File: src/rtl/instr_encoder_loader.sv
// -----------------------------------------------------------------------------
// instr_encoder_loader
//
// Purpose:
//   Encoder counterpart of the instruction decoder. Takes decoded instruction
//   fields over a valid/ready stream, assembles RV32I instruction words and
//   writes them sequentially into the instruction-memory write port, starting
//   at a programmed base address. Used to load programs before the pipeline
//   is released from stall.
//
// Ports:
//   clk, rst_n            clock, asynchronous active-low reset
//   start                 one-cycle pulse, latches base_addr/num_words
//                         (honoured only in IDLE or DONE)
//   base_addr, num_words  first write byte address, number of legal words
//   in_valid / in_ready   field-beat handshake
//   fmt, funct3, funct7_5,
//   rd, rs1, rs2, imm     decoded instruction fields of one beat
//   imem_we, imem_addr,
//   imem_wdata            instruction-memory write port
//   busy                  high while in LOAD
//   done                  one-cycle completion pulse
//   err_cnt               saturating count of dropped illegal beats
// -----------------------------------------------------------------------------
module instr_encoder_loader #(
    parameter int ADDR_W = 32,
    parameter int CNT_W  = 16
) (
    input  logic                clk,
    input  logic                rst_n,
    input  logic                start,
    input  logic [ADDR_W-1:0]   base_addr,
    input  logic [CNT_W-1:0]    num_words,
    input  logic                in_valid,
    output logic                in_ready,
    input  logic [3:0]          fmt,
    input  logic [2:0]          funct3,
    input  logic                funct7_5,
    input  logic [4:0]          rd,
    input  logic [4:0]          rs1,
    input  logic [4:0]          rs2,
    input  logic signed [31:0]  imm,
    output logic                imem_we,
    output logic [ADDR_W-1:0]   imem_addr,
    output logic [31:0]         imem_wdata,
    output logic                busy,
    output logic                done,
    output logic [CNT_W-1:0]    err_cnt
);

    localparam logic [1:0] ST_IDLE = 2'd0;
    localparam logic [1:0] ST_LOAD = 2'd1;
    localparam logic [1:0] ST_DONE = 2'd2;

    localparam logic [3:0] FMT_R     = 4'd0;
    localparam logic [3:0] FMT_I     = 4'd1;
    localparam logic [3:0] FMT_S     = 4'd2;
    localparam logic [3:0] FMT_LOAD  = 4'd3;
    localparam logic [3:0] FMT_B     = 4'd4;
    localparam logic [3:0] FMT_JAL   = 4'd5;
    localparam logic [3:0] FMT_JALR  = 4'd6;
    localparam logic [3:0] FMT_AUIPC = 4'd7;
    localparam logic [3:0] FMT_LUI   = 4'd8;

    logic [1:0]        state_q, state_d;
    logic [ADDR_W-1:0] ptr_q, ptr_d;
    logic [CNT_W-1:0]  rem_q, rem_d;
    logic [CNT_W-1:0]  err_q, err_d;
    logic              we_q, we_d;
    logic [ADDR_W-1:0] addr_q, addr_d;
    logic [31:0]       wdata_q, wdata_d;
    logic              done_q, done_d;

    logic              accept;
    logic              illegal;
    logic [31:0]       enc_word;

    // The two address LSBs are forced to zero; they are deliberately unused.
    logic              unused_base_lsb;
    assign unused_base_lsb = ^base_addr[1:0];

    function automatic logic [CNT_W-1:0] sat_inc(input logic [CNT_W-1:0] v);
        return (&v) ? v : v + CNT_W'(1);
    endfunction

    function automatic logic [31:0] encode(
        input logic [3:0]  f,
        input logic [2:0]  f3,
        input logic        f75,
        input logic [4:0]  rd_v,
        input logic [4:0]  rs1_v,
        input logic [4:0]  rs2_v,
        input logic [31:0] im
    );
        logic [31:0] w;
        w = 32'h0;
        case (f)
            FMT_R:     w = {1'b0, f75, 5'b0, rs2_v, rs1_v, f3, rd_v, 7'b0110011};
            FMT_I: begin
                // Shift-immediates carry the SRAI select in bit 30 and only a
                // 5-bit shift amount.
                if (f3 == 3'b001 || f3 == 3'b101)
                    w = {1'b0, f75, 5'b0, im[4:0], rs1_v, f3, rd_v, 7'b0010011};
                else
                    w = {im[11:0], rs1_v, f3, rd_v, 7'b0010011};
            end
            FMT_S:     w = {im[11:5], rs2_v, rs1_v, f3, im[4:0], 7'b0100011};
            FMT_LOAD:  w = {im[11:0], rs1_v, f3, rd_v, 7'b0000011};
            FMT_B:     w = {im[12], im[10:5], rs2_v, rs1_v, f3, im[4:1], im[11], 7'b1100011};
            FMT_JAL:   w = {im[20], im[10:1], im[11], im[19:12], rd_v, 7'b1101111};
            FMT_JALR:  w = {im[11:0], rs1_v, 3'b000, rd_v, 7'b1100111};
            FMT_AUIPC: w = {im[31:12], rd_v, 7'b0010111};
            FMT_LUI:   w = {im[31:12], rd_v, 7'b0110111};
            default:   w = 32'h0;
        endcase
        return w;
    endfunction

    assign in_ready = (state_q == ST_LOAD) && (rem_q != '0);
    assign accept   = in_valid && in_ready;

    // Branch/jump targets must be halfword aligned; anything past LUI is
    // not a known format.
    assign illegal  = (fmt > FMT_LUI) ||
                      (((fmt == FMT_B) || (fmt == FMT_JAL)) && imm[0]);

    assign enc_word = encode(fmt, funct3, funct7_5, rd, rs1, rs2, imm);

    always_comb begin
        state_d = state_q;
        ptr_d   = ptr_q;
        rem_d   = rem_q;
        err_d   = err_q;
        we_d    = 1'b0;
        addr_d  = addr_q;
        wdata_d = wdata_q;
        done_d  = 1'b0;
        case (state_q)
            ST_IDLE, ST_DONE: begin
                if (start) begin
                    ptr_d = {base_addr[ADDR_W-1:2], 2'b00};
                    rem_d = num_words;
                    err_d = '0;
                    if (num_words == '0) begin
                        state_d = ST_DONE;
                        done_d  = 1'b1;
                    end else begin
                        state_d = ST_LOAD;
                    end
                end
            end
            ST_LOAD: begin
                // remaining hits zero on the cycle the last write is visible;
                // completion follows one cycle later.
                if (rem_q == '0) begin
                    state_d = ST_DONE;
                    done_d  = 1'b1;
                end else if (accept) begin
                    if (illegal) begin
                        err_d = sat_inc(err_q);
                    end else begin
                        we_d    = 1'b1;
                        addr_d  = ptr_q;
                        wdata_d = enc_word;
                        ptr_d   = ptr_q + ADDR_W'(4);
                        rem_d   = rem_q - CNT_W'(1);
                    end
                end
            end
            default: state_d = ST_IDLE;
        endcase
    end

    always_ff @(posedge clk or negedge rst_n) begin
        if (!rst_n) begin
            state_q <= ST_IDLE;
            ptr_q   <= '0;
            rem_q   <= '0;
            err_q   <= '0;
            we_q    <= 1'b0;
            addr_q  <= '0;
            wdata_q <= '0;
            done_q  <= 1'b0;
        end else begin
            state_q <= state_d;
            ptr_q   <= ptr_d;
            rem_q   <= rem_d;
            err_q   <= err_d;
            we_q    <= we_d;
            addr_q  <= addr_d;
            wdata_q <= wdata_d;
            done_q  <= done_d;
        end
    end

    assign imem_we    = we_q;
    assign imem_addr  = addr_q;
    assign imem_wdata = wdata_q;
    assign busy       = (state_q == ST_LOAD);
    assign done       = done_q;
    assign err_cnt    = err_q;

endmodule
File: config.mk
export PLATFORM = sky130hd
export DESIGN_NAME = instr_encoder_loader
export DESIGN_NICKNAME = d
export VERILOG_FILES = /design/src/rtl/instr_encoder_loader.sv
export SDC_FILE = /design/constraint.sdc
export NUM_CORES = 1
export LEC_CHECK = 0
export ABC_AREA = 1
export CAP_MARGIN = 20
export CORE_MARGIN = 5
export CORE_UTILIZATION = 43
export DETAILED_ROUTE_END_ITERATION = 10
export MAX_ROUTING_LAYER = met4
export PLACE_DENSITY = 0.71
export SYNTH_ARGS = -nofsm -noshare
export SYNTH_HDL_FRONTEND = slang
export SYNTH_SLANG_ARGS = --single-unit
File: constraint.sdc
create_clock -name clk -period 4.8 [get_ports clk]
set_input_delay 0.96 -clock clk [delete_from_list [all_inputs] [get_ports clk]]
set_output_delay 0.96 -clock clk [all_outputs]
set_load 0.01 [all_outputs]
==> results of run 1 <==
cells in the mapped netlist, types with 2 or more instances:
master	n	area, µm²
nand2_1	491	1840
nor2_1	133	499
dfrtp_1	127	3180
nand3_1	81	405
inv_1	76	285
o21ai_0	49	245
o21ai_1	40	200
a21oi_1	16	80.1
buf_2	14	70.1
buf_4	12	90.1
clkbuf_1	12	45.0
or2_2	11	68.8
xor2_1	11	96.3
a21boi_0	10	75.1
nand3b_1	7	52.6
nand4_1	5	31.3
ha_1	4	50.1
inv_2	4	15.0
nor2_2	4	25.0
nor3_1	4	20.0
a31oi_1	3	18.8
buf_1	3	11.3
nor2_4	3	33.8
o21bai_1	3	22.5
nand2_4	2	22.5
o21a_1	2	15.0
o22ai_1	2	12.5
xnor2_1	2	17.5
worst max path at each step:
| stage | from | end | slack [ns] | depth (start not counted) |
|---|---|---|---|---|
| after floorplan | fmt[0] | imem_wdata[14] | 2.61 | 11 |
| after global placement | fmt[0] | imem_addr[6] | 1.50 | 11 |
| after detailed placement | fmt[0] | imem_addr[10] | 1.48 | 11 |
| after CTS | rem_q[0] | in_ready | 1.67 | 8 |
| after global routing | rem_q[0] | in_ready | 1.52 | 8 |
| final | rem_q[0] | in_ready | 1.67 | 8 |
kinds of logic (layout without fill, tap and decap cells):
group           count (synthesis)  after routing  synth area share [%]
other cells                     1              3                0.0490
buf+inv                       123            305                  6.95
flops                         127            127                  41.6
compound gates                131            131                  9.39
xor+xnor                       13             13                  1.49
simple gates                  744            744                  39.9
fa+ha+maj                       4              4                 0.654
per-stage QoR:
stage                     setup WS (ns)  total power (W)  instances
after floorplan                    2.61          0.00299       1144
after global placement             1.50          0.00383       1520
after detailed placement           1.48          0.00388       1520
after CTS                          1.67          0.00522       1551
after global routing               1.52          0.00559       1552
final                              1.67          0.00518       1552
cell type report:
class                      count  area [µm²]  share of cell area, %
antenna                        1        2.50                 0.0245
clock buffer                  22         474                   4.63
clock inverter                 9         134                   1.31
inverter                      81         304                   2.97
multi-input combinational    894        3950                   38.6
sequential                   127        3180                   31.1
tap                          225         282                   2.75
timing repair buffer         193        1910                   18.7
flip-flops by register name, indices dropped and copies added, names as in the netlist:
signal and flops:
state_q 2, imem_we 1, imem_wdata 31, rem_q 16
err_cnt 16, imem_addr 30, ptr_q 30, done 1
cell usage in the layout (no fill, tap or decap), types with 3 or more instances in the layout:
| master | instances |
|---|---|
| nand2_1 | 491 |
| clkdlybuf4s50_1 | 185 |
| nor2_1 | 133 |
| dfrtp_1 | 127 |
| nand3_1 | 81 |
| inv_1 | 76 |
| o21ai_0 | 49 |
| o21ai_1 | 40 |
| clkbuf_16 | 17 |
| a21oi_1 | 16 |
| xor2_1 | 11 |
| or2_2 | 11 |
| a21boi_0 | 10 |
| buf_4 | 8 |
| nand3b_1 | 7 |
| nand4_1 | 5 |
| nor2_4 | 4 |
| inv_2 | 4 |
| nor3_1 | 4 |
| ha_1 | 4 |
| clkinvlp_4 | 4 |
| nor2_2 | 3 |
| a31oi_1 | 3 |
| o21bai_1 | 3 |
| bufinv_16 | 3 |
| clkbuf_8 | 3 |
worst reg2reg max path, cell delays in order (launching register included):
cell,delay [ns]
dfrtp_1,0.36
inv_1,0.09
nor2_4,0.45
inv_2,0.52
nand2_1,0.70
nand2_4,0.25
nand2_1,0.12
nand2_1,0.06
layer usage:
| metal | part of all wire (%) | vias to the layer above | track usage, % |
|---|---|---|---|
| met5 | 0 | - | - |
| met4 | 2.0 | 0 | 6.34 |
| met3 | 4.8 | 30 | 4.46 |
| met2 | 48 | 203 | 36.2 |
| met1 | 45 | 3554 | 30.2 |
| li1 | - | 3953 | - |
power by group:
part | switching, W | internal, W
Clock | 0.000470 | 0.000854
Combinational | 0.00114 | 0.000906
Sequential | 0.000356 | 0.00146
==> flow_metrics.env, run 1 <==
export IMPL_crit_path_frequent_cell="nand2_1"
export IMPL_max_freq_ghz=0.320
export IMPL_yosysWarningCount=0
export IMPL_clk_insertion_delay_late_ns=0.42
export IMPL_synthFlopType="dfrtp_1"
export IMPL_synth_edf_count=0
export IMPL_antenna_found_initial=1
export IMPL_whs_path_depth=2
export IMPL_routed_wl_um=22500
export IMPL_critPathMaxFanout=5
export IMPL_rsz0062_at_grt="false"
export IMPL_cpPeakStageDelay_ns=0.53
export IMPL_vias=7740
export IMPL_post_cts_buffers=0
export IMPL_post_cts_resize_count=0
export IMPL_tightest_slew_ns=0.917
export IMPL_cts_root_buf="clkbuf_16"
export IMPL_grt_max_degree=81
export IMPL_crit_slowest_cell="clkdlybuf4s50_1"
export IMPL_power_leakage_nw=4.81
export IMPL_r2r_slack_ns=2.14
export IMPL_critical_path_top_delay_family="buffers and inverters"
export IMPL_placed_cell_area_mm2=0.00962
export IMPL_cts_reportedPaths_clkPinSlew_ns=0.05
export IMPL_setup_viol=0
export IMPL_initial_core_util_pct=44.1
export IMPL_hold_class="register to register"
export IMPL_worstSetupStartpointType="register"
export IMPL_r2r_end="err_cnt[12]"
export IMPL_viasPerCell=4.99
export IMPL_slew_violations=0
export IMPL_syn_avg_cell_area_um2=6.69
export IMPL_drive_gt1_share_pct=4.90
export IMPL_cts_made_buffers=17
export IMPL_irDropWorstVdd_v=0.000328
export IMPL_crit_chain="inv_1 -> ha_1 -> nand2_1 -> nor2_1 -> nand2_1 -> nand2_1 -> inv_1 -> clkdlybuf4s50_1"
export IMPL_final_util_pct=59.0
export IMPL_drt_iter0_drc=555
export IMPL_timing_slew_headroom_pct=38.8
export IMPL_tns_ns=0
export IMPL_grt_ovfl_total=0
export IMPL_dpl_hpwl_um=16500
export IMPL_coreArea_mm2=0.0174
export IMPL_async_reset_ff_share_pct=100
export IMPL_ys_seq_area_share_pct=41.6
export IMPL_grt_util_all_layers_pct=22.9
export IMPL_hold_end="imem_addr[26]"
export IMPL_wl_per_cell_um=14.5
export IMPL_reg2reg_depth=7
export IMPL_power_density_mw_per_mm2=506
export IMPL_drc=0
export IMPL_cp_end_kind="output port"
export IMPL_htreeDepth=4
export IMPL_status="finished clean"
export IMPL_die_area_mm2=0.0206
export IMPL_drv_cap=0
export IMPL_hold_path_startpoint="imem_addr[26]"
export IMPL_clock_skew_ns=0.00925
export IMPL_die_height_um=143
export IMPL_syn_cell_area_mm2=0.00765
export IMPL_cp_num_buf_inv=3
export IMPL_fin_hold_ws_ns=0.469
export IMPL_arrival_ns=2.17
export IMPL_final_cell_area_mm2=0.0102
export IMPL_fin_nets=1425
export IMPL_place_gp_congestion=0.908
export IMPL_hold_viol_final=0
export IMPL_crit_required_ns=3.84
export IMPL_postCtsHoldBufs=0
export IMPL_finalCriticalPeriod_ns=3.13
export IMPL_first_pass_iters=6
export IMPL_grt_pass1_vias=7154
export IMPL_postRouteAntennaNets=0
export IMPL_synthCells=1143
export IMPL_cts_sinks=127
export IMPL_area_delta_synth_final_pct=33.8
export IMPL_synth_cell_types=40
export IMPL_num_fill_cells=1728
export IMPL_pin_count=191
export IMPL_grt_first_pass_wirelength_um=36300
export IMPL_finalCritPeriodShare_pct=65.2
export IMPL_cts_tree="done"
export IMPL_crit_type="register to output port"
export IMPL_io_buffer_count=186
export IMPL_yosys_register_bits=127
export IMPL_rows=48
export IMPL_r2r_start="state_q[0]"
export IMPL_clock_path_buffers=2
export IMPL_die_w_um=143
Note: power is estimated with default switching activity, not from simulation.
==> inputs of run 2 (changes only) <==
==> constraint.sdc (replaced) <==
create_clock -name clk -period 3.1 [get_ports clk]
set_input_delay 0.62 -clock clk [delete_from_list [all_inputs] [get_ports clk]]
set_output_delay 0.62 -clock clk [all_outputs]
set_load 0.01 [all_outputs]
==> run 2 against run 1 <==
  * Non-clock buffer count is 5 higher
  * Sequential power is 56% higher
  * Count of clock-buffer cells in the layout stayed put
  * Combinational power is 58% higher
  * Register-to-register slack worse by 1.2 ns
  * Critical path type unchanged
  * Critical endpoint unchanged
==> flow_metrics.env, run 2 (same netlist as run 1, synthesis figures left out) <==
export IMPL_num_fill_cells=1627
export IMPL_max_freq_ghz=0.362
export IMPL_finalCriticalPeriod_ns=2.76
export IMPL_critical_path_top_delay_family="buffers and inverters"
export IMPL_drive_gt1_share_pct=5.33
export IMPL_viasPerCell=4.98
export IMPL_cp_end_kind="output port"
export IMPL_crit_slowest_cell="clkdlybuf4s50_1"
export IMPL_clock_path_buffers=2
export IMPL_timing_slew_headroom_pct=53.9
export IMPL_post_cts_resize_count=0
export IMPL_largest_reg_flops=31
export IMPL_place_gp_congestion=0.904
export IMPL_dp_cells=1525
export IMPL_critPathMaxFanout=5
export IMPL_arrival_ns=2.14
export IMPL_register_area_mm2=0.00318
export IMPL_antenna_found_initial=0
export IMPL_grt_ovfl_total=0
export IMPL_clock_skew_ns=0.0101
export IMPL_dpl_hpwl_um=16800
export IMPL_grt_pass1_vias=7402
export IMPL_htreeDepth=4
export IMPL_grt_util_all_layers_pct=23.6
export IMPL_worstSetupStartpointType="register"
export IMPL_vias=7745
export IMPL_postRouteAntennaNets=0
export IMPL_instances_no_fill=1556
export IMPL_final_common_cell="nand2_1"
export IMPL_die_w_um=143
export IMPL_fin_hold_ws_ns=0.189
export IMPL_area_delta_synth_final_pct=35.0
export IMPL_initial_core_util_pct=44.1
export IMPL_setup_viol=0
export IMPL_switching_share_pct=38.1
export IMPL_final_cell_mix="491 x nand2_1, 185 x clkdlybuf4s50_1, 133 x nor2_1"
export IMPL_cts_made_buffers=17
export IMPL_postCtsHoldBufs=0
export IMPL_cts_root_buf="clkbuf_16"
export IMPL_cpPeakStageDelay_ns=0.54
export IMPL_rows=48
export IMPL_drc=0
export IMPL_io_buffer_count=186
export IMPL_hold_viol_final=0
export IMPL_p_int_w=0.00504
export IMPL_crit_required_ns=2.48
export IMPL_die_area_mm2=0.0206
export IMPL_rsz0062_at_grt="false"
export IMPL_fin_nets=1430
export IMPL_die_height_um=143
export IMPL_placed_cell_area_mm2=0.00971
export IMPL_power_leakage_nw=4.85
export IMPL_seqPwrFrac_pct=34.6
export IMPL_final_cell_area_mm2=0.0103
export IMPL_cts_tree="done"
export IMPL_n_antenna_cell=0
export IMPL_p_comb_share_pct=39.8
export IMPL_tns_ns=0
export IMPL_status="finished clean"
export IMPL_multi_input_area_mm2=0.00395
export IMPL_tightest_slew_ns=0.685
export IMPL_slew_violations=0
export IMPL_coreArea_mm2=0.0174
export IMPL_irDropWorstVdd_v=0.000478
export IMPL_finalCritPeriodShare_pct=89.1
export IMPL_switchingPower_w=0.00311
export IMPL_clk_insertion_delay_late_ns=0.42
export IMPL_final_util_pct=59.5
export IMPL_drt_iter0_drc=509
export IMPL_crit_chain="inv_1 -> ha_1 -> nand2_1 -> nor2_1 -> nand2_1 -> nand2_1 -> inv_1 -> clkdlybuf4s50_1"
export IMPL_post_cts_buffers=0
export IMPL_hold_class="primary input to asynchronous set/reset pin"
export IMPL_clockPowerShare_pct=25.6
export IMPL_crit_path_frequent_cell="nand2_1"
export IMPL_power_density_mw_per_mm2=789
export IMPL_routed_wl_um=23200
export IMPL_cts_sinks=127
export IMPL_wl_per_cell_um=14.9
export IMPL_grt_first_pass_wirelength_um=37400
export IMPL_pin_count=191
export IMPL_cts_reportedPaths_clkPinSlew_ns=0.06
export IMPL_crit_type="register to output port"
export IMPL_drv_cap=0
export IMPL_grt_max_degree=81
export IMPL_first_pass_iters=5
export IMPL_cp_num_buf_inv=3
[run 2: cell count changes in the layout (fill, tap and decap cells not counted)]
cell / change
buf_12: +4
buf_4: +1
clkbuf_1: -1
clkbuf_8: +1
clkinv_4: -1
clkinvlp_4: +1
diode_2: -1
[run 2: power by group through the flow]
stage               Combinational (W)  Clock, W  Sequential [W]
detailed placement            0.00324         0         0.00282
finish                        0.00324   0.00209         0.00282
global placement              0.00318         0         0.00280
global route                  0.00366   0.00220         0.00291
CTS                           0.00327   0.00213         0.00281
floorplan                     0.00178         0         0.00286
[run 2: cell type report]
class	count	share of cell area, %
sequential	127	30.8
clock inverter	9	1.28
timing repair buffer	198	19.4
inverter	81	2.94
clock buffer	22	4.69
tap	225	2.73
multi-input combinational	894	38.2
[run 2: worst paths after layout]
path | start | slack, ns | depth (start not counted) | end
worst max-delay path | rem_q[0] | 0.34 | 8 | in_ready
worst min-delay path | rst_n | 0.19 | 1 | err_cnt[11]
worst max register to register | state_q[0] | 0.98 | 8 | ptr_q[12]
worst min register to register | imem_addr[26] | 0.47 | 2 | imem_addr[26]
max in group asynchronous | rst_n | 2.15 | 2 | imem_addr[24]
min in group clk | imem_addr[26] | 0.47 | 2 | imem_addr[26]
[run 2: per-layer routing]
metal / track usage [%] / part of all wire [%] / up-vias
li1: - / - / 3963
met1: 30.7 / 45 / 3549
met2: 38.4 / 49 / 209
met3: 3.23 / 4.7 / 24
met4: 7.33 / 1.8 / 0
met5: - / 0 / -
[run 2: stage by stage]
step	setup slack (ns)	total power (W)
3_3_place_gp	0.511	0.00598
6_report	0.338	0.00815
2_1_floorplan	1.25	0.00463
4_1_cts	0.328	0.00820
5_1_grt	0.224	0.00877
3_5_place_dp	0.444	0.00606
